`src/rtl/rmii_pkg.sv`:
```
// Shared definitions for the RMII transceiver.
//   PREAMBLE_DIBIT / SFD_DIBIT : receive alignment patterns
//   tx_state_t / rx_state_t    : per-direction FSM states
package rmii_pkg;
  localparam logic [1:0] PREAMBLE_DIBIT = 2'b01;
  localparam logic [1:0] SFD_DIBIT      = 2'b11;

  typedef enum logic       {TX_IDLE, TX_SHIFT} tx_state_t;
  typedef enum logic [1:0] {RX_IDLE, RX_PREAMBLE, RX_DATA} rx_state_t;
endpackage

```
`src/rtl/rmii_rate_gen.sv`:
```
// Restartable dibit strobe generator.
//   clk_i, rst_i : reference clock, async active-high reset
//   restart_i    : counter is 0 in the cycle after restart_i
//   fast_i       : 100 Mb/s, strobe every cycle
//   mid_i        : 0 = strobe on last cycle of a dibit period (TX tick),
//                  1 = strobe mid-period (RX sample point)
//   strobe_o     : tick / sample strobe
module rmii_rate_gen #(
  parameter int SLOW_DIV = 10
) (
  input  logic clk_i,
  input  logic rst_i,
  input  logic restart_i,
  input  logic fast_i,
  input  logic mid_i,
  output logic strobe_o
);
  localparam int CW = (SLOW_DIV > 2) ? $clog2(SLOW_DIV) : 1;
  localparam logic [CW-1:0] LAST = CW'(SLOW_DIV - 1);
  localparam logic [CW-1:0] MID  = CW'(SLOW_DIV / 2);

  logic [CW-1:0] cnt_q, cnt_d;

  always_comb begin
    cnt_d = cnt_q + CW'(1);
    if (restart_i || cnt_q == LAST) cnt_d = '0;
  end

  always_ff @(posedge clk_i or posedge rst_i)
    if (rst_i) cnt_q <= '0;
    else       cnt_q <= cnt_d;

  assign strobe_o = fast_i | (cnt_q == (mid_i ? MID : LAST));
endmodule

```
`src/rtl/rmii_xcvr.sv`:
```
// RMII transceiver: MAC beat stream <-> RMII dibits on the 50 MHz ref clock.
//   phy_ref_clk, reset       : sole clock, async active-high reset
//   speed_100                : 1 = 100 Mb/s, 0 = 10 Mb/s (latched while idle)
//   phy_txd/phy_tx_en        : transmit dibit + enable to PHY
//   phy_rxd/crs_dv/rx_er     : receive dibit, carrier/data valid, error
//   mac_txd/valid/last/ready : transmit beat handshake, LSB dibit first
//   mac_tx_underrun          : pulse when a non-last beat is not followed up
//   mac_rxd/valid/end/err    : receive beat strobe and end-of-frame status
//   mac_crs / mac_col        : registered carrier, combinational collision
module rmii_xcvr
  import rmii_pkg::*;
#(
  parameter int DATA_WIDTH = 8,
  parameter int SLOW_DIV   = 10
) (
  input  logic                  phy_ref_clk,
  input  logic                  reset,
  input  logic                  speed_100,
  output logic [1:0]            phy_txd,
  output logic                  phy_tx_en,
  input  logic [1:0]            phy_rxd,
  input  logic                  phy_crs_dv,
  input  logic                  phy_rx_er,
  input  logic [DATA_WIDTH-1:0] mac_txd,
  input  logic                  mac_tx_valid,
  input  logic                  mac_tx_last,
  output logic                  mac_tx_ready,
  output logic                  mac_tx_underrun,
  output logic [DATA_WIDTH-1:0] mac_rxd,
  output logic                  mac_rx_valid,
  output logic                  mac_rx_end,
  output logic                  mac_rx_err,
  output logic                  mac_crs,
  output logic                  mac_col
);
  localparam int DPB = DATA_WIDTH / 2;
  localparam int CW  = (DPB > 1) ? $clog2(DPB) : 1;
  localparam logic [CW-1:0] LAST_DIB = CW'(DPB - 1);

  // ---------------- transmit ----------------
  tx_state_t             tx_state_q;
  logic [DATA_WIDTH-1:0] tx_sh_q;
  logic [1:0]            tx_txd_q;
  logic                  tx_en_q, tx_last_q, tx_urun_q, tx_fast_q;
  logic [CW-1:0]         tx_dib_q;
  logic                  tx_tick;

  rmii_rate_gen #(.SLOW_DIV(SLOW_DIV)) u_tx_rate (
    .clk_i(phy_ref_clk), .rst_i(reset),
    .restart_i(tx_state_q == TX_IDLE && mac_tx_valid),
    .fast_i(tx_fast_q), .mid_i(1'b0), .strobe_o(tx_tick));

  // Ready is decoded from state so a follow-on beat can be taken on the very
  // tick that retires the final dibit, keeping beats gapless.
  assign mac_tx_ready = (tx_state_q == TX_IDLE) ||
                        (tx_tick && tx_dib_q == LAST_DIB && !tx_last_q);

  always_ff @(posedge phy_ref_clk or posedge reset)
    if (reset) begin
      tx_state_q <= TX_IDLE;
      tx_sh_q    <= '0;
      tx_txd_q   <= '0;
      tx_en_q    <= 1'b0;
      tx_last_q  <= 1'b0;
      tx_urun_q  <= 1'b0;
      tx_fast_q  <= 1'b0;
      tx_dib_q   <= '0;
    end else begin
      tx_urun_q <= 1'b0;
      if (tx_state_q == TX_IDLE) tx_fast_q <= speed_100;
      if (mac_tx_valid && mac_tx_ready) begin
        tx_state_q <= TX_SHIFT;
        tx_txd_q   <= mac_txd[1:0];
        tx_sh_q    <= mac_txd >> 2;
        tx_last_q  <= mac_tx_last;
        tx_dib_q   <= '0;
        tx_en_q    <= 1'b1;
      end else if (tx_state_q == TX_SHIFT && tx_tick) begin
        if (tx_dib_q != LAST_DIB) begin
          tx_txd_q <= tx_sh_q[1:0];
          tx_sh_q  <= tx_sh_q >> 2;
          tx_dib_q <= tx_dib_q + CW'(1);
        end else begin
          // End of beat with nothing to follow: clean end or underrun.
          tx_state_q <= TX_IDLE;
          tx_en_q    <= 1'b0;
          tx_txd_q   <= '0;
          tx_urun_q  <= ~tx_last_q;
        end
      end
    end

  assign phy_txd         = tx_txd_q;
  assign phy_tx_en       = tx_en_q;
  assign mac_tx_underrun = tx_urun_q;
  assign mac_col         = tx_en_q & phy_crs_dv;

  // ---------------- receive ----------------
  rx_state_t             rx_state_q;
  logic                  rx_fast_q, rx_skip_q, rx_low_q, rx_bad_q;
  logic [CW-1:0]         rx_dib_q;
  logic [DATA_WIDTH-1:0] rx_acc_q;
  logic                  rx_valid_q, rx_end_q, rx_err_q, crs_q;
  logic                  rx_sample, rx_sfd;

  assign rx_sfd = rx_state_q == RX_PREAMBLE && phy_crs_dv && phy_rxd == SFD_DIBIT;

  rmii_rate_gen #(.SLOW_DIV(SLOW_DIV)) u_rx_rate (
    .clk_i(phy_ref_clk), .rst_i(reset), .restart_i(rx_sfd),
    .fast_i(rx_fast_q), .mid_i(1'b1), .strobe_o(rx_sample));

  always_ff @(posedge phy_ref_clk or posedge reset)
    if (reset) begin
      rx_state_q <= RX_IDLE;
      rx_fast_q  <= 1'b0;
      rx_skip_q  <= 1'b0;
      rx_low_q   <= 1'b0;
      rx_bad_q   <= 1'b0;
      rx_dib_q   <= '0;
      rx_acc_q   <= '0;
      rx_valid_q <= 1'b0;
      rx_end_q   <= 1'b0;
      rx_err_q   <= 1'b0;
      crs_q      <= 1'b0;
    end else begin
      rx_valid_q <= 1'b0;
      rx_end_q   <= 1'b0;
      rx_err_q   <= 1'b0;
      crs_q      <= phy_crs_dv;
      case (rx_state_q)
        RX_IDLE: begin
          rx_fast_q <= speed_100;
          if (phy_crs_dv && phy_rxd == PREAMBLE_DIBIT) rx_state_q <= RX_PREAMBLE;
        end
        RX_PREAMBLE: begin
          if (!phy_crs_dv) rx_state_q <= RX_IDLE;
          else if (phy_rxd == SFD_DIBIT) begin
            rx_state_q <= RX_DATA;
            rx_dib_q   <= '0;
            rx_bad_q   <= 1'b0;
            rx_low_q   <= 1'b0;
            // At 10 Mb/s the SFD is seen on its first repeat, so the first
            // mid-period sample still lands on the SFD and is dropped.
            rx_skip_q  <= ~rx_fast_q;
          end
        end
        RX_DATA: begin
          if (rx_sample) begin
            if (rx_skip_q) rx_skip_q <= 1'b0;
            else begin
              if (phy_rx_er) rx_bad_q <= 1'b1;
              if (!phy_crs_dv) begin
                // A lone low sample is the end-of-frame toggle; its dibit
                // is not data. The second consecutive low closes the frame.
                if (rx_low_q) begin
                  rx_end_q   <= 1'b1;
                  rx_err_q   <= rx_bad_q | phy_rx_er | (rx_dib_q != '0);
                  rx_state_q <= RX_IDLE;
                end
                rx_low_q <= 1'b1;
              end else begin
                rx_low_q <= 1'b0;
                rx_acc_q[{rx_dib_q, 1'b0} +: 2] <= phy_rxd;
                if (rx_dib_q == LAST_DIB) begin
                  rx_valid_q <= 1'b1;
                  rx_dib_q   <= '0;
                end else rx_dib_q <= rx_dib_q + CW'(1);
              end
            end
          end
        end
        default: rx_state_q <= RX_IDLE;
      endcase
    end

  // The accumulator is complete during the valid cycle; the next beat's first
  // dibit lands at the end of that cycle at the earliest.
  assign mac_rxd      = rx_acc_q;
  assign mac_rx_valid = rx_valid_q;
  assign mac_rx_end   = rx_end_q;
  assign mac_rx_err   = rx_err_q;
  assign mac_crs      = crs_q;
endmodule

```
`config.mk`:
```
export PLATFORM = sky130hd
export DESIGN_NAME = rmii_xcvr
export DESIGN_NICKNAME = d
export VERILOG_FILES = /design/src/rtl/rmii_pkg.sv /design/src/rtl/rmii_rate_gen.sv /design/src/rtl/rmii_xcvr.sv
export SDC_FILE = /design/constraint.sdc
export NUM_CORES = 1
export LEC_CHECK = 0
export CAP_MARGIN = 20
export CORE_ASPECT_RATIO = 0.6
export CORE_UTILIZATION = 53
export DETAILED_ROUTE_END_ITERATION = 10
export PLACE_DENSITY_LB_ADDON = 0.1
export RECOVER_POWER = 25
export SLEW_MARGIN = 20
export SYNTH_ARGS = -nofsm -noshare
export SYNTH_HDL_FRONTEND = slang
export SYNTH_HIERARCHICAL = 1
export SYNTH_SLANG_ARGS = --single-unit
```
`constraint.sdc`:
```
create_clock -name phy_ref_clk -period 2.1 [get_ports phy_ref_clk]
set_input_delay 0.42 -clock phy_ref_clk [delete_from_list [all_inputs] [get_ports phy_ref_clk]]
set_output_delay 0.42 -clock phy_ref_clk [all_outputs]
set_load 0.02 [all_outputs]
```
==> results of run 1 <==
power breakdown:
group	internal [uW]	switching, uW
Sequential	1100	230
Clock	264	296
Combinational	702	729
per-layer routing:
| layer | GRT usage, % | vias to the layer above |
|---|---|---|
| met2 | 38.9 | 37 |
| met4 | 7.18 | 0 |
| li1 | - | 744 |
| met3 | 8.40 | 2 |
| met1 | 33.8 | 773 |
| met5 | 0 | - |
registers in the layout, summed over array words and instances, names as in the netlist, 2 cells and up:
register and flops:
mac_rxd 8, tx_sh_q 6, u_rx_rate/cnt_q 4, u_tx_rate/cnt_q 4, phy_txd 2, rx_dib_q 2, rx_state_q 2, tx_dib_q 2
kinds of logic after synthesis:
family          after synthesis  share of synthesized area [%]
xor+xnor                      1                          0.410
simple gates                 63                           19.0
buf+inv                      19                           3.75
mux                          25                           13.3
fa+ha+maj                    10                           5.85
compound gates               26                           8.14
flops                        42                           49.2
other cells                   2                          0.351
per-stage QoR:
step	hold slack (ps)	power, uW
detailed placement	483	2770
global route	481	3540
finish	484	3320
CTS	356	3320
floorplan	186	2230
global placement	470	2650
final timing paths:
| check | slack [ps] | cells after the start | from | endpoint |
|---|---|---|---|---|
| max in group asynchronous | 710 | 3 | reset | phy_txd[1] |
| min reg2reg | 490 | 1 | tx_last_q | mac_tx_underrun |
| min | 480 | 2 | reset | u_rx_rate/cnt_q[1] |
| max | 120 | 6 | u_tx_rate/cnt_q[2] | mac_tx_ready |
| min in group phy_ref_clk | 490 | 1 | tx_last_q | mac_tx_underrun |
| max reg2reg | 130 | 6 | u_tx_rate/cnt_q[0] | tx_sh_q[0] |
layout make-up:
type                       instances  area (um2)  share of cell area [%]
multi-input combinational        129        1020                    38.1
sequential                        42        1050                    39.2
timing repair buffer              42         395                    14.7
inverter                          16        60.1                    2.24
tap                               47        58.8                    2.19
clock inverter                     2        12.5                   0.466
clock buffer                       6        82.6                    3.08
critical path, stage by stage, from the launching register on:
cell,delay [ps]
dfrtp_1,390
nand2b_1,150
o21ai_0,160
a21o_1,160
nand2_1,70
o21ai_0,140
buf_2,180
cells in the final DEF (no fill, tap or decap), types with 3 or more instances in the layout:
| master | count |
|---|---|
| conb_1 | 4 |
| nand3_1 | 3 |
| clkbuf_8 | 6 |
| nand2_1 | 12 |
| and3_1 | 4 |
| ha_1 | 10 |
| nor2_1 | 9 |
| and4b_1 | 3 |
| nand3_2 | 3 |
| dfrtp_1 | 41 |
| inv_1 | 16 |
| mux2i_1 | 6 |
| nor4b_1 | 3 |
| o21ai_0 | 6 |
| mux2_4 | 3 |
| nor3_1 | 3 |
| buf_4 | 7 |
| a21oi_1 | 5 |
| mux2_2 | 10 |
| clkdlybuf4s50_1 | 31 |
| nand2b_1 | 5 |
| mux2_1 | 6 |
| nor4bb_1 | 4 |
==> results by group, run 1 <==
Run status
  – Outcome: finished with violations
  – Failing checks: DRC

STA
  – Setup WS post-layout: 118 ps
  – Setup violators final: 0
  – FMAX: 504 MHz
  – Total negative slack: 0 ps
  – RSZ-0062 raised after global routing: false
  – Max-slew violation count: 0
  – Final hold vios: 0
  – Layout Skew: 4.04 ps
  – Final worst-path cycle share: 94.4%
  – Tmin final: 1980 ps
  – Slew @ Worst Pin: 853 ps
  – Rel. slew slack: 43.1%

Route
  – DRT iter0 DRCs: 75
  – WL met1: 2330 um
  – DR vias/cell: 5.48
  – Via count: 1,556
  – Max layer used: met4
  – DR WL/cell: 16.7 um
  – DR pass1 iterations: 7
  – Routed WL: 4760 um
  – Residual DRC: 1
  – Routed met2 length: 2170 um
  – Routed wl met3: 233 um
  – ANT nets after route: 0

Die
  – Height of the die: 51.2 um
  – Die width: 84.0 um
  – Starting density of the core: 56.8%
  – Row count: 17
  – Core ar.: 3760 um2
  – IO Pins: 35
  – DIE AREA: 4300 um2

Worst setup path
  – Critical path type: flop to output pin
  – Critical Path RT: 1680 ps
  – Startpoint Class: flop
  – CP Capture Type: output pin
  – Crit Path Max Fanout: 2
  – WP data arrival: 1560 ps

Hold path
  – Min-delay worst type: input pin to async pin

Placement
  – Routability cong.: 0.830
  – Hpwl dp: 3600 um
  – PortBufs: 34
  – Dpl ws: 8.76 ps
  – Inst Count DP: 276
  – Placed instance area: 2580 um2

Global route
  – Antenna violations before repair: 0
  – Number of global-route vias before repair: 1,611
  – Global route overflow: 0
  – Largest net degree at the start of global routing: 35
  – Total global-route track usage: 25.1%
  – First-pass GRT wire length: 7810 um

Synthesis
  – Sequential area share after synthesis: 49.2%
  – Post-synth top cells: 42 x dfrtp_1, 16 x inv_1, 12 x nand2_1, 10 x ha_1, 10 x mux2_2
  – Flops & latches, synth: 42
  – Synth top area cells: dfrtp_1 49%, ha_1 5.9%, mux2_2 5.3%, mux2_1 3.2%, mux2i_1 2.8%
  – Ys Warns: 6
  – Cell taking the most area after synthesis: dfrtp_1
  – Most common cell in the netlist: dfrtp_1
  – Most used DFF post-synth: dfrtp_1
  – Asr flop ratio synth: 100%
  – Synthesized area per cell: 11.4 um2
  – Mapped Area: 2140 um2
  – Synth top area share: 49.2%
  – Yosys cell types: 46
  – Gate Count Post-Synth: 188
  – Post-synth EDFFs: 0

CTS
  – Clock tree buffer depth: 2
  – CTS tree: done
  – Number of buffers created by CTS: 5
  – Hold buffers post-CTS: 0
  – Skew-Pair Late Insertion Delay: 300 ps
  – H-tree depth: 2
  – Reg clk slew, reported paths: 80 ps
  – Post_cts resized: 4
  – Root Driver: clkbuf_8
  – Post-CTS Repair Setup Buffers: 0
  – CTS sink cnt: 42

Cells and area
  – Final Non-Filler Cells: 284
  – N_diodes: 0
  – Area growth from synthesis to layout: 25.5%
  – Post-route design area: 2680 um2
  – Fillers: 278
  – Share of cells above drive strength 1: 16.0%
  – Final core occ: 71.3%
  – Nets: 263

Power and ir drop
  – Worst VDD drop: 761 uV
  – LEAKAGE: 0.00131 uW
  – Pwr dens: 1240 nW/um2

Flow run
  – Max-cap violations: 0
Power figures use the tool's default switching activity.
==> inputs of run 2 (changes only) <==
Settings changed: ABC_AREA set to 1, CTS_CLUSTER_DIAMETER set to 40, SLEW_MARGIN 20 to not set.
==> results by group, run 2 <==
STA
  – Final hold vios: 0 (unchanged)
  – Max-slew violation count: 0 (unchanged)
  – Final worst-path cycle share: 96.4% (was 94.4%)
  – Total negative slack: 0 ps (unchanged)
  – FMAX: 494 MHz (was 504 MHz)
  – Slew @ Worst Pin: 614 ps (was 853 ps)
  – RSZ-0062 raised after global routing: false (unchanged)
  – Tmin final: 2020 ps (was 1980 ps)
  – Layout Skew: 8.71 ps (was 4.04 ps)
  – Setup violators final: 0 (unchanged)
  – Rel. slew slack: 59.1% (was 43.1%)

Cells and area
  – Commonest non-fill, non-tap cell in the layout: nand2_1 (was dfrtp_1)
  – Most frequent cells in the layout: 76 x nand2_1, 43 x inv_1, 42 x dfrtp_1 (was 41 x dfrtp_1, 31 x clkdlybuf4s50_1, 16 x inv_1)
  – Area growth from synthesis to layout: 23.0% (was 25.5%)
  – Final Non-Filler Cells: 366 (was 284)
  – Share of cells above drive strength 1: 11.6% (was 16.0%)
  – Seq. cell area: 1050 um2 (about the same)
  – Max reg flops: 8 (unchanged)
  – N_diodes: 0 (unchanged)
  – Area of the multi-input gates: 976 um2 (was 1020 um2)
  – Fillers: 299 (was 278)
  – Nets: 346 (was 263)
  – Post-route design area: 2730 um2 (was 2680 um2)

Hold path
  – Hold path startpoint: tx_sh_q[3]
  – Hold Path Cell Cnt: 2
  – Min-delay worst type: flop to flop (was input pin to async pin)
  – Hold Crit Endpoint: tx_sh_q[3]

Power and ir drop
  – Int Pwr: 1990 uW (was 2060 uW)
  – P_sw: 1390 uW (was 1250 uW)
  – LEAKAGE: 0.00146 uW (was 0.00131 uW)
  – Flop pwr share: 39.1% (was 40.0%)
  – Clock share of power: 19.0% (was 16.9%)
  – Pwr dens: 1240 nW/um2 (about the same)
  – Worst VDD drop: 772 uV (was 761 uV)
  – Comb pwr share: 41.9% (was 43.2%)
  – Switching share of power: 41.1% (was 37.8%)

Worst setup path
  – Worst path top cell family by delay: buffers and inverters (was compound AO/OA/AOI/OAI gates)
  – Startpoint Class: input pin (was flop)
  – Cells traversed along the worst timing path: clkdlybuf4s50_1, nand2_1, inv_1, clkdlybuf4s50_1 (was nand2b_1, o21ai_0, a21o_1, nand2_1, o21ai_0, buf_2)
  – Setup crit start: phy_crs_dv (was u_tx_rate/cnt_q[2])
  – Cells on worst reg2reg path: 10 (was 6)
  – WP data arrival: 1600 ps (was 1560 ps)
  – Critical path type: input pin to output pin (was flop to output pin)
  – WP depth: 4 (was 6)
  – Slowest stage cell on the critical path: clkdlybuf4s50_1 (was dfrtp_1)
  – Max stage delay on crit path: 590 ps (was 390 ps)
  – Worst R2R Start: u_tx_rate/cnt_q[0] (unchanged)
  – Critical Path RT: 1680 ps (about the same)
  – Crit Path Max Fanout: 2 (unchanged)
  – CP most frequent cell: clkdlybuf4s50_1 (was o21ai_0)
  – FF-to-FF End: tx_sh_q[2] (was tx_sh_q[0])
  – CP Capture Type: output pin (unchanged)
  – Setup slack, reg-to-reg: 390 ps (was 130 ps)
  – WP buf/inv: 3 (was 1)

Global route
  – First-pass GRT wire length: 7130 um (was 7810 um)
  – Antenna violations before repair: 0 (unchanged)
  – Largest net degree at the start of global routing: 27 (was 35)
  – Number of global-route vias before repair: 1,577 (was 1,611)
  – Global route overflow: 0 (unchanged)
  – Total global-route track usage: 21.3% (was 25.1%)

CTS
  – Hold buffers post-CTS: 0 (unchanged)
  – Skew-Pair Late Insertion Delay: 290 ps (was 300 ps)
  – Number of buffers created by CTS: 5 (unchanged)
  – Root Driver: clkbuf_8 (unchanged)
  – Reg clk slew, reported paths: 70 ps (was 80 ps)
  – CTS sink cnt: 42 (unchanged)
  – Clock tree buffer depth: 2 (unchanged)
  – H-tree depth: 2 (unchanged)
  – CTS tree: done (unchanged)

Synthesis
  – Cell taking the most area after synthesis: dfrtp_1 (unchanged)
  – Mapped Area: 2220 um2 (was 2140 um2)
  – Most common cell in the netlist: nand2_1 (was dfrtp_1)
  – Yosys cell types: 22 (was 46)
  – Asr flop ratio synth: 100% (unchanged)
  – Flops & latches, synth: 42 (unchanged)
  – Synth top area share: 47.4% (was 49.2%)
  – Gate Count Post-Synth: 276 (was 188)
  – Synthesized area per cell: 8.03 um2 (was 11.4 um2)
  – Sequential area share after synthesis: 47.4% (was 49.2%)
  – Post-synth EDFFs: 0 (unchanged)
  – Ys Warns: 6 (unchanged)
  – Synth top area cells: dfrtp_1 47%, nand2_1 13%, inv_1 7.3%, ha_1 5.6%, nand3_1 4.5% (was dfrtp_1 49%, ha_1 5.9%, mux2_2 5.3%, mux2_1 3.2%, mux2i_1 2.8%)
  – Post-synth top cells: 76 x nand2_1, 43 x inv_1, 42 x dfrtp_1, 25 x nor2_1, 20 x nand3_1 (was 42 x dfrtp_1, 16 x inv_1, 12 x nand2_1, 10 x ha_1, 10 x mux2_2)
  – Most used DFF post-synth: dfrtp_1 (unchanged)

Route
  – DRT iter0 DRCs: 52 (was 75)
  – ANT nets after route: 0 (unchanged)
  – Via count: 1,773 (was 1,556)
  – DR WL/cell: 11.7 um (was 16.7 um)
  – DR pass1 iterations: 4 (was 7)
  – DR vias/cell: 4.84 (was 5.48)
  – Routed WL: 4290 um (was 4760 um)
  – Residual DRC: 0 (was 1)

Placement
  – PortBufs: 34 (unchanged)
  – Placed instance area: 2640 um2 (was 2580 um2)
  – Inst Count DP: 359 (was 276)
  – Hpwl dp: 3190 um (was 3600 um)
  – Routability cong.: 0.843 (was 0.830)

Run status
  – Outcome: finished clean (was finished with violations)

Die
  – Height of the die: 52.1 um (was 51.2 um)
  – IO Pins: 35 (unchanged)
  – Core ar.: 3830 um2 (was 3760 um2)
  – Row count: 17 (unchanged)
  – Die width: 85.5 um (was 84.0 um)
  – Starting density of the core: 57.9% (was 56.8%)
  – DIE AREA: 4450 um2 (was 4300 um2)

Flow run
  – Max-cap violations: 0 (unchanged)
-- run 2: cell types whose count changed after synthesis, sizes merged, moves of 9 or more --
cell and delta:
nor2 +25, o21ai +9, nand3 +18, mux2 -19, inv +33, nand2 +72
-- run 2: repair_timing --
| action | 4_1_cts | 5_1_grt |
|---|---|---|
| setup endpoints to repair | 1 | 1 |
| resized for setup | 1 | 2 |
| buffers inserted | 0 | 0 |
| gates cloned | 0 | 0 |
-- run 2: power groups by stage --
stage | clock network, uW | logic, uW | registers (uW)
2_1_floorplan | 0 | 1040 | 1320
3_3_place_gp | 0 | 1390 | 1320
3_5_place_dp | 0 | 1430 | 1330
4_1_cts | 657 | 1430 | 1320
5_1_grt | 689 | 1620 | 1360
6_report | 642 | 1420 | 1320
-- run 2: how the worst max path moves through the flow --
| stage | slack (ps) | endpoint |
|---|---|---|
| 3_3_place_gp | 50 | mac_col |
| 2_1_floorplan | 660 | phy_txd[0] |
| 4_1_cts | 60 | mac_col |
| 5_1_grt | 30 | mac_col |
| 6_report | 80 | mac_col |
| 3_5_place_dp | 60 | mac_col |
-- run 2: per-layer routing --
| metal | up-vias | share of wire, % | GRT usage (%) |
|---|---|---|---|
| met4 | 0 | 0.72 | 6.67 |
| met5 | - | 0 | 0 |
| met2 | 31 | 43 | 32.3 |
| met1 | 811 | 52 | 30.5 |
| li1 | 926 | - | - |
| met3 | 5 | 4.3 | 5.24 |
-- run 2: through the flow --
step | worst slack (ps) | hold slack, ps | util [%] | power [uW]
3_5_place_dp | 56.4 | 464 | 68.9 | 2760
3_3_place_gp | 51.1 | 458 | 68.9 | 2710
6_report | 76.4 | 475 | 71.2 | 3380
2_1_floorplan | 657 | 186 | - | 2360
5_1_grt | 31.1 | 500 | 71.2 | 3660
4_1_cts | 56.3 | 376 | 71.8 | 3400
-- run 2: area by class of cell --
type	count	area share [%]
timing repair buffer	36	12.6
clock buffer	6	3.03
multi-input combinational	185	35.8
tap	47	2.16
inverter	49	6.75
sequential	42	38.5
clock inverter	1	1.10
-- run 2: cells by family (layout without fill, tap and decap cells) --
| family | after synthesis | count (layout) | share of synthesized area [%] |
|---|---|---|---|
| simple gates | 151 | 151 | 32.7 |
| buf+inv | 51 | 92 | 8.86 |
| flops | 42 | 42 | 47.4 |
| compound gates | 17 | 17 | 3.84 |
| fa+ha+maj | 10 | 10 | 5.65 |
| xor+xnor | 3 | 3 | 1.19 |
| other cells | 2 | 4 | 0.339 |
-- run 2: worst reg2reg max path: stages (launching register included) --
cell and delay, ps:
dfrtp_1 440, ha_1 210, nand2_1 60, nand2_1 100, nand2_1 60, nand2_1 90
nand3_2 240, nand2_1 180, inv_1 100, nand2_1 70, nand2_1 50
==> inputs of run 3 (changes only) <==
Settings changed: CTS_CLUSTER_SIZE set to 30.
==> results of run 3 <==
Final layout, timing and power as in run 2 (identical DEF).
==> RTL edit 1 (flow settings as in run 1) <==
Reset style: synchronous (`reset` and `rst_i`), changed in 3 clocked blocks. Comments in the files are not updated.
--- a/src/rtl/rmii_rate_gen.sv
+++ b/src/rtl/rmii_rate_gen.sv
@@ -27,5 +27,5 @@
   end
 
-  always_ff @(posedge clk_i or posedge rst_i)
+  always_ff @(posedge clk_i)
     if (rst_i) cnt_q <= '0;
     else       cnt_q <= cnt_d;
--- a/src/rtl/rmii_xcvr.sv
+++ b/src/rtl/rmii_xcvr.sv
@@ -56,5 +56,5 @@
                         (tx_tick && tx_dib_q == LAST_DIB && !tx_last_q);
 
-  always_ff @(posedge phy_ref_clk or posedge reset)
+  always_ff @(posedge phy_ref_clk)
     if (reset) begin
       tx_state_q <= TX_IDLE;
@@ -110,5 +110,5 @@
     .fast_i(rx_fast_q), .mid_i(1'b1), .strobe_o(rx_sample));
 
-  always_ff @(posedge phy_ref_clk or posedge reset)
+  always_ff @(posedge phy_ref_clk)
     if (reset) begin
       rx_state_q <= RX_IDLE;
Behaviour: differs if reset is asserted again (counterexample within 4 cycles, from zero or initial values and one cycle with reset high); with reset held inactive, the same outputs for 10 cycles.
==> RTL edit 1 against run 1 <==
Sequential cell count did not move. Fmax grew 3.1%. Count of clock-buffer cells in the layout did not move. Final cell count grew 9.2%. Synthesized cell count increased by 19%. Critical endpoint unchanged. Final area fell by 8.4%. Setup slack better by 0.059 ns. Die area decreased by 7.2%. Wire length shrank 12%. Synthesized area fell by 7.4%.
Power is not compared: it rests on default switching activity, and its combinational part moved more than twofold at a synthesized area within 25%.
==> RTL edit 1: results <==
group,metric,value,unit
status,status,"complete, no violations",
synthesis,synthArstFlopShare,0,%
synthesis,yosysWarnings,6,
detailed_routing,vias,1664,
detailed_routing,detail_route.iter0.violations,97,
sta,fin_worst_skew,0.003920,ns
synthesis,synth_top_cells_by_count,"dfxtp_1, nor2_1, nand2_1",
clock_network,cts-root-buf,"clkbuf_8",
global_route,grt_use_total,23.43,%
worst_setup_path,crit_path_start,"u_tx_rate/cnt_q[2]",
place,place.gp.congestion,0.8272,
synthesis,synth.distinct_cells,45,
worst_setup_path,rr_worst_depth,7,
synthesis,synth_area_per_cell,8.871,sq um
finish,drive_gt1_share,10.94,%
worst_setup_path,slowest_delay,0.34,ns
global_route,antenna_found_initial,0,
global_route,grt_pass1_wl,7044,microns
global_route,grt_pass1_vias,1450,
power_and_ir_drop,peakVddDrop,0.5906,mV
sta,tightest_slew,0.6560,ns
finish,stdcell_count,310,
place,pre_cts_ws,0.02935,ns
synthesis,seq_area_frac_synth,42.50,%
place,dp.cells,302,
hold_path,hold_end,"mac_rxd[6]",
global_route,grt_max_degree,34,
worst_setup_path,crit_fanout,4,
hold_path,whs_path_depth,2,
synthesis,synthFlopType,"dfxtp_1",
worst_setup_path,r2r-start,"u_rx_rate/cnt_q[2]",
finish,nets,292,
worst_setup_path,r2r-end,"mac_rxd[5]",
detailed_routing,wl_per_cell,13.53,microns
finish,diodes,0,
detailed_routing,drt_pass1_iterations,4,
worst_setup_path,critical_path_arrival,1.50,ns
sta,timing.hold.ws,0.4550,ns
worst_setup_path,slowest_stage,"dfxtp_1",
finish,largest_register_ffs,8,
hold_path,hold_path_class,"flop to flop",
place,hpwl,3053,microns
synthesis,synth_area_leaders,"dfxtp_1, ha_1, nor2_1",
worst_setup_path,worst-r2r-setup-slack,0.19,ns
[RTL edit 1: cell count changes in the layout (fill, tap and decap cells not counted), sizes merged, moves of 5 or more]
cell,run 1,this run
mux2,19,1
nand2,12,21
nor3,3,8
nor2,9,25
dfrtp,42,0
a21oi,5,18
dfxtp,0,42
[RTL edit 1: per-layer routing]
metal / track usage, % / part of all wire [%]
met5: 0 / 0
met4: 7.143 / 0.74
met3: 6.729 / 5.7
met2: 30.95 / 42
met1: 35.81 / 52
[RTL edit 1: what timing repair did]
action                                  in CTS  in global routing
buffers inserted                             0                  0
gates resized for setup                      1                  4
cloned                                       0                  0
hold buffers                                 0                  0
endpoints found under the hold margin        0                  0
endpoints found under the setup margin       1                  2
[RTL edit 1: area by class of cell]
class                           instances  area [sq um]
Fill cell                             299         947.2
Inverter                               16         60.06
Multi-Input combinational cell        158          1016
Sequential cell                        42         840.8
Clock buffer                            6         82.58
Clock inverter                          2         12.51
Timing Repair Buffer                   41         387.9
Tap cell                               45         56.30
[RTL edit 1: worst max-delay path by stage]
stage | end | slack (ns) | depth (start not counted)
global route | mac_rxd[5] | 0.06 | 7
finish | mac_tx_ready | 0.18 | 6
floorplan | mac_tx_ready | 0.33 | 5
global placement | mac_col | 0.02 | 3
CTS | mac_tx_ready | 0.02 | 6
detailed placement | mac_col | 0.03 | 3
[RTL edit 1: cells by family (layout without fill, tap and decap cells)]
kind of cell | count (synthesis) | in the layout | share of synthesized area (%)
xor+xnor | 5 | 5 | 2.214
buf+inv | 25 | 65 | 6.135
flops | 42 | 42 | 42.50
compound gates | 42 | 42 | 14.17
fa+ha+maj | 11 | 11 | 6.958
other cells | 2 | 4 | 0.3796
simple gates | 89 | 89 | 24.04
mux | 7 | 7 | 3.605
[RTL edit 1: power by group]
group	switching [uW]	internal [uW]	total (uW)	leakage [uW]
logic	98.0	97.0	195	0.000614
clock network	282	264	546	0.0000472
registers	20.7	825	846	0.000342
[RTL edit 1: stage by stage]
| step | instance area, sq um | total power (uW) | utilization [%] |
|---|---|---|---|
| after floorplan | 1986 | 979.9 | - |
| after global placement | 2386 | 1061 | 70.11 |
| after detailed placement | 2386 | 1066 | 70.11 |
| after CTS | 2480 | 1606 | 72.87 |
| after global routing | 2456 | 1654 | 72.17 |
| final | 2456 | 1587 | 72.17 |
[RTL edit 1: critical path: cells and delay by family (launching register included)]
kind            cells  cell delay, ns
simple gates        2            0.22
flops               1            0.34
compound gates      3            0.46
buf+inv             1            0.19
==> RTL edit 2 (config.mk and constraints of run 1) <==
Made on the original files. The parameter `DATA_WIDTH` goes from 8 to 16.
--- a/src/rtl/rmii_xcvr.sv
+++ b/src/rtl/rmii_xcvr.sv
@@ -11,5 +11,5 @@
   import rmii_pkg::*;
 #(
-  parameter int DATA_WIDTH = 8,
+  parameter int DATA_WIDTH = 16,
   parameter int SLOW_DIV   = 10
 ) (
Interface: changed (resized mac_rxd and mac_txd); port bits go from 35 to 51. The function was not compared with the original's and may differ.
==> RTL edit 2 against run 1 <==
Final cell count rose by 37%. Final area rose by 41%. First-iteration DRC count fell by 1.3%. Sequential share of layout area rose by 0.49 points. Setup slack got worse by 0.034 ns. Sequential cell count rose by 18. Via count rose by 35%. Wire length rose by 26%. Count of clock-buffer cells in the layout rose by 6. Clock power rose by 120%. Total power rose by 53%. Synthesized area rose by 31%. Critical path type is now flop to flop. Critical endpoint is now mac_rxd[9].
==> RTL edit 2: results <==
group,metric,value,unit
status,status,"complete, no violations",
detailed_routing,drt_pass1_iterations,4,
finish,nets,353,
finish,largest_register_ffs,16,
synthesis,seq_area_frac_synth,53.62,%
hold_path,hold_path_class,"primary input to async pin",
synthesis,synth.distinct_cells,46,
clock_network,clk_latency,0.34,ns
clock_network,clkSlewWorstSetupHoldPaths,0.06,ns
place,pre_cts_ws,-0.2139,ns
global_route,grt_max_degree,53,
power_and_ir_drop,p_leak,0.001837,uW
place,place.gp.congestion,0.8488,
worst_setup_path,slowest_delay,0.43,ns
clock_network,htreeDepth,3,
synthesis,synth_top_cells_by_count,"dfrtp_1, a21o_1, a22o_1, mux2_2",
worst_setup_path,slowest_stage,"or3_4",
worst_setup_path,critical_path_arrival,2.24,ns
synthesis,synth_area_leaders,"dfrtp_1, mux2_2, ha_1",
finish,fillers,381,
clock_network,numCtsBuffers,9,
global_route,use_met3,10.34,%
global_route,met2_usage,35.41,%
sta,slew_headroom,16.34,%
worst_setup_path,cpLargestDelayFamily,"simple AND/OR/NAND/NOR gates",
place,port_buffers,50,
global_route,grt_pass1_vias,2035,
power_and_ir_drop,power.internal,3302,uW
worst_setup_path,crit_fanout,5,
detailed_routing,detail_route.iter0.violations,74,
power_and_ir_drop,peakVddDrop,0.6437,mV
global_route,grt_pass1_wl,9818,microns
place,hpwl,4045,microns
finish,drive_gt1_share,21.74,%
detailed_routing,drc,0,
sta,fin_worst_skew,0.006578,ns
global_route,grt_use_total,24.20,%
==> RTL edit 2: final cells by class <==
cell class                      count  area (sq um)  area share, %
Clock inverter                      4         70.07          1.852
Sequential cell                    60          1503          39.72
Multi-Input combinational cell    164          1264          33.40
Timing Repair Buffer               70         654.4          17.29
Tap cell                           66         82.58          2.183
Inverter                           12         45.04          1.190
Clock buffer                       12         165.2          4.365
==> RTL edit 2: final timing paths <==
check	cells past startpoint	slack [ns]	from	endpoint
setup / recovery	6	0.08	rx_dib_q[1]	mac_rxd[9]
hold / removal	2	0.45	reset	u_rx_rate/cnt_q[2]
setup reg to reg	6	0.08	rx_dib_q[1]	mac_rxd[9]
hold reg to reg	1	0.48	tx_sh_q[1]	tx_sh_q[1]
max in group asynchronous	3	0.35	reset	mac_rxd[7]
min in group phy_ref_clk	1	0.48	tx_sh_q[1]	tx_sh_q[1]
==> RTL edit 2: kinds of logic after synthesis <==
family | synth area share, %
other | 0.2682
xor gates and xnor gates | 0.3128
and+or+nand+nor | 14.12
DFF | 53.62
adders and majority gates | 4.915
AOI/OAI and AO/OA | 14.34
buffers and inverters | 3.172
muxes | 9.249
==> RTL edit 2: repair_timing <==
action,CTS,global route
gates resized for setup,8,10
pin swaps,0,1
setup buffers,0,3
endpoints found under the setup margin,23,31
==> RTL edit 2: worst register-to-register path, cell delays in order, from the launching register on <==
cell,delay (ns)
dfrtp_1,0.42
inv_1,0.08
ha_1,0.23
ha_1,0.23
nand2b_1,0.21
or3_4,0.43
mux2_4,0.30
==> RTL edit 2: metal layers <==
layer | up-vias | routed length [microns]
met5 | - | 0
met4 | 0 | 16
met3 | 2 | 348
met2 | 54 | 2725
met1 | 1028 | 2903
li1 | 1015 | -
==> RTL edit 2: power by group through the flow <==
stage,Combinational (uW),Clock (uW),Sequential (uW)
after floorplan,1160,0,1890
after global placement,1850,0,1810
after detailed placement,1900,0,1820
after CTS,1940,1230,1810
after global routing,2260,1300,1860
final,2050,1210,1810
==> RTL edit 2: stage by stage <==
stage | TNS (ns) | total power, uW | cells | instance area [sq um]
floorplan | 0 | 3045 | 245 | 2808
global placement | -2.196 | 3654 | 369 | 3500
detailed placement | -2.852 | 3720 | 369 | 3500
CTS | -0.05461 | 4979 | 385 | 3747
global route | -0.007916 | 5416 | 388 | 3784
finish | 0 | 5068 | 388 | 3784
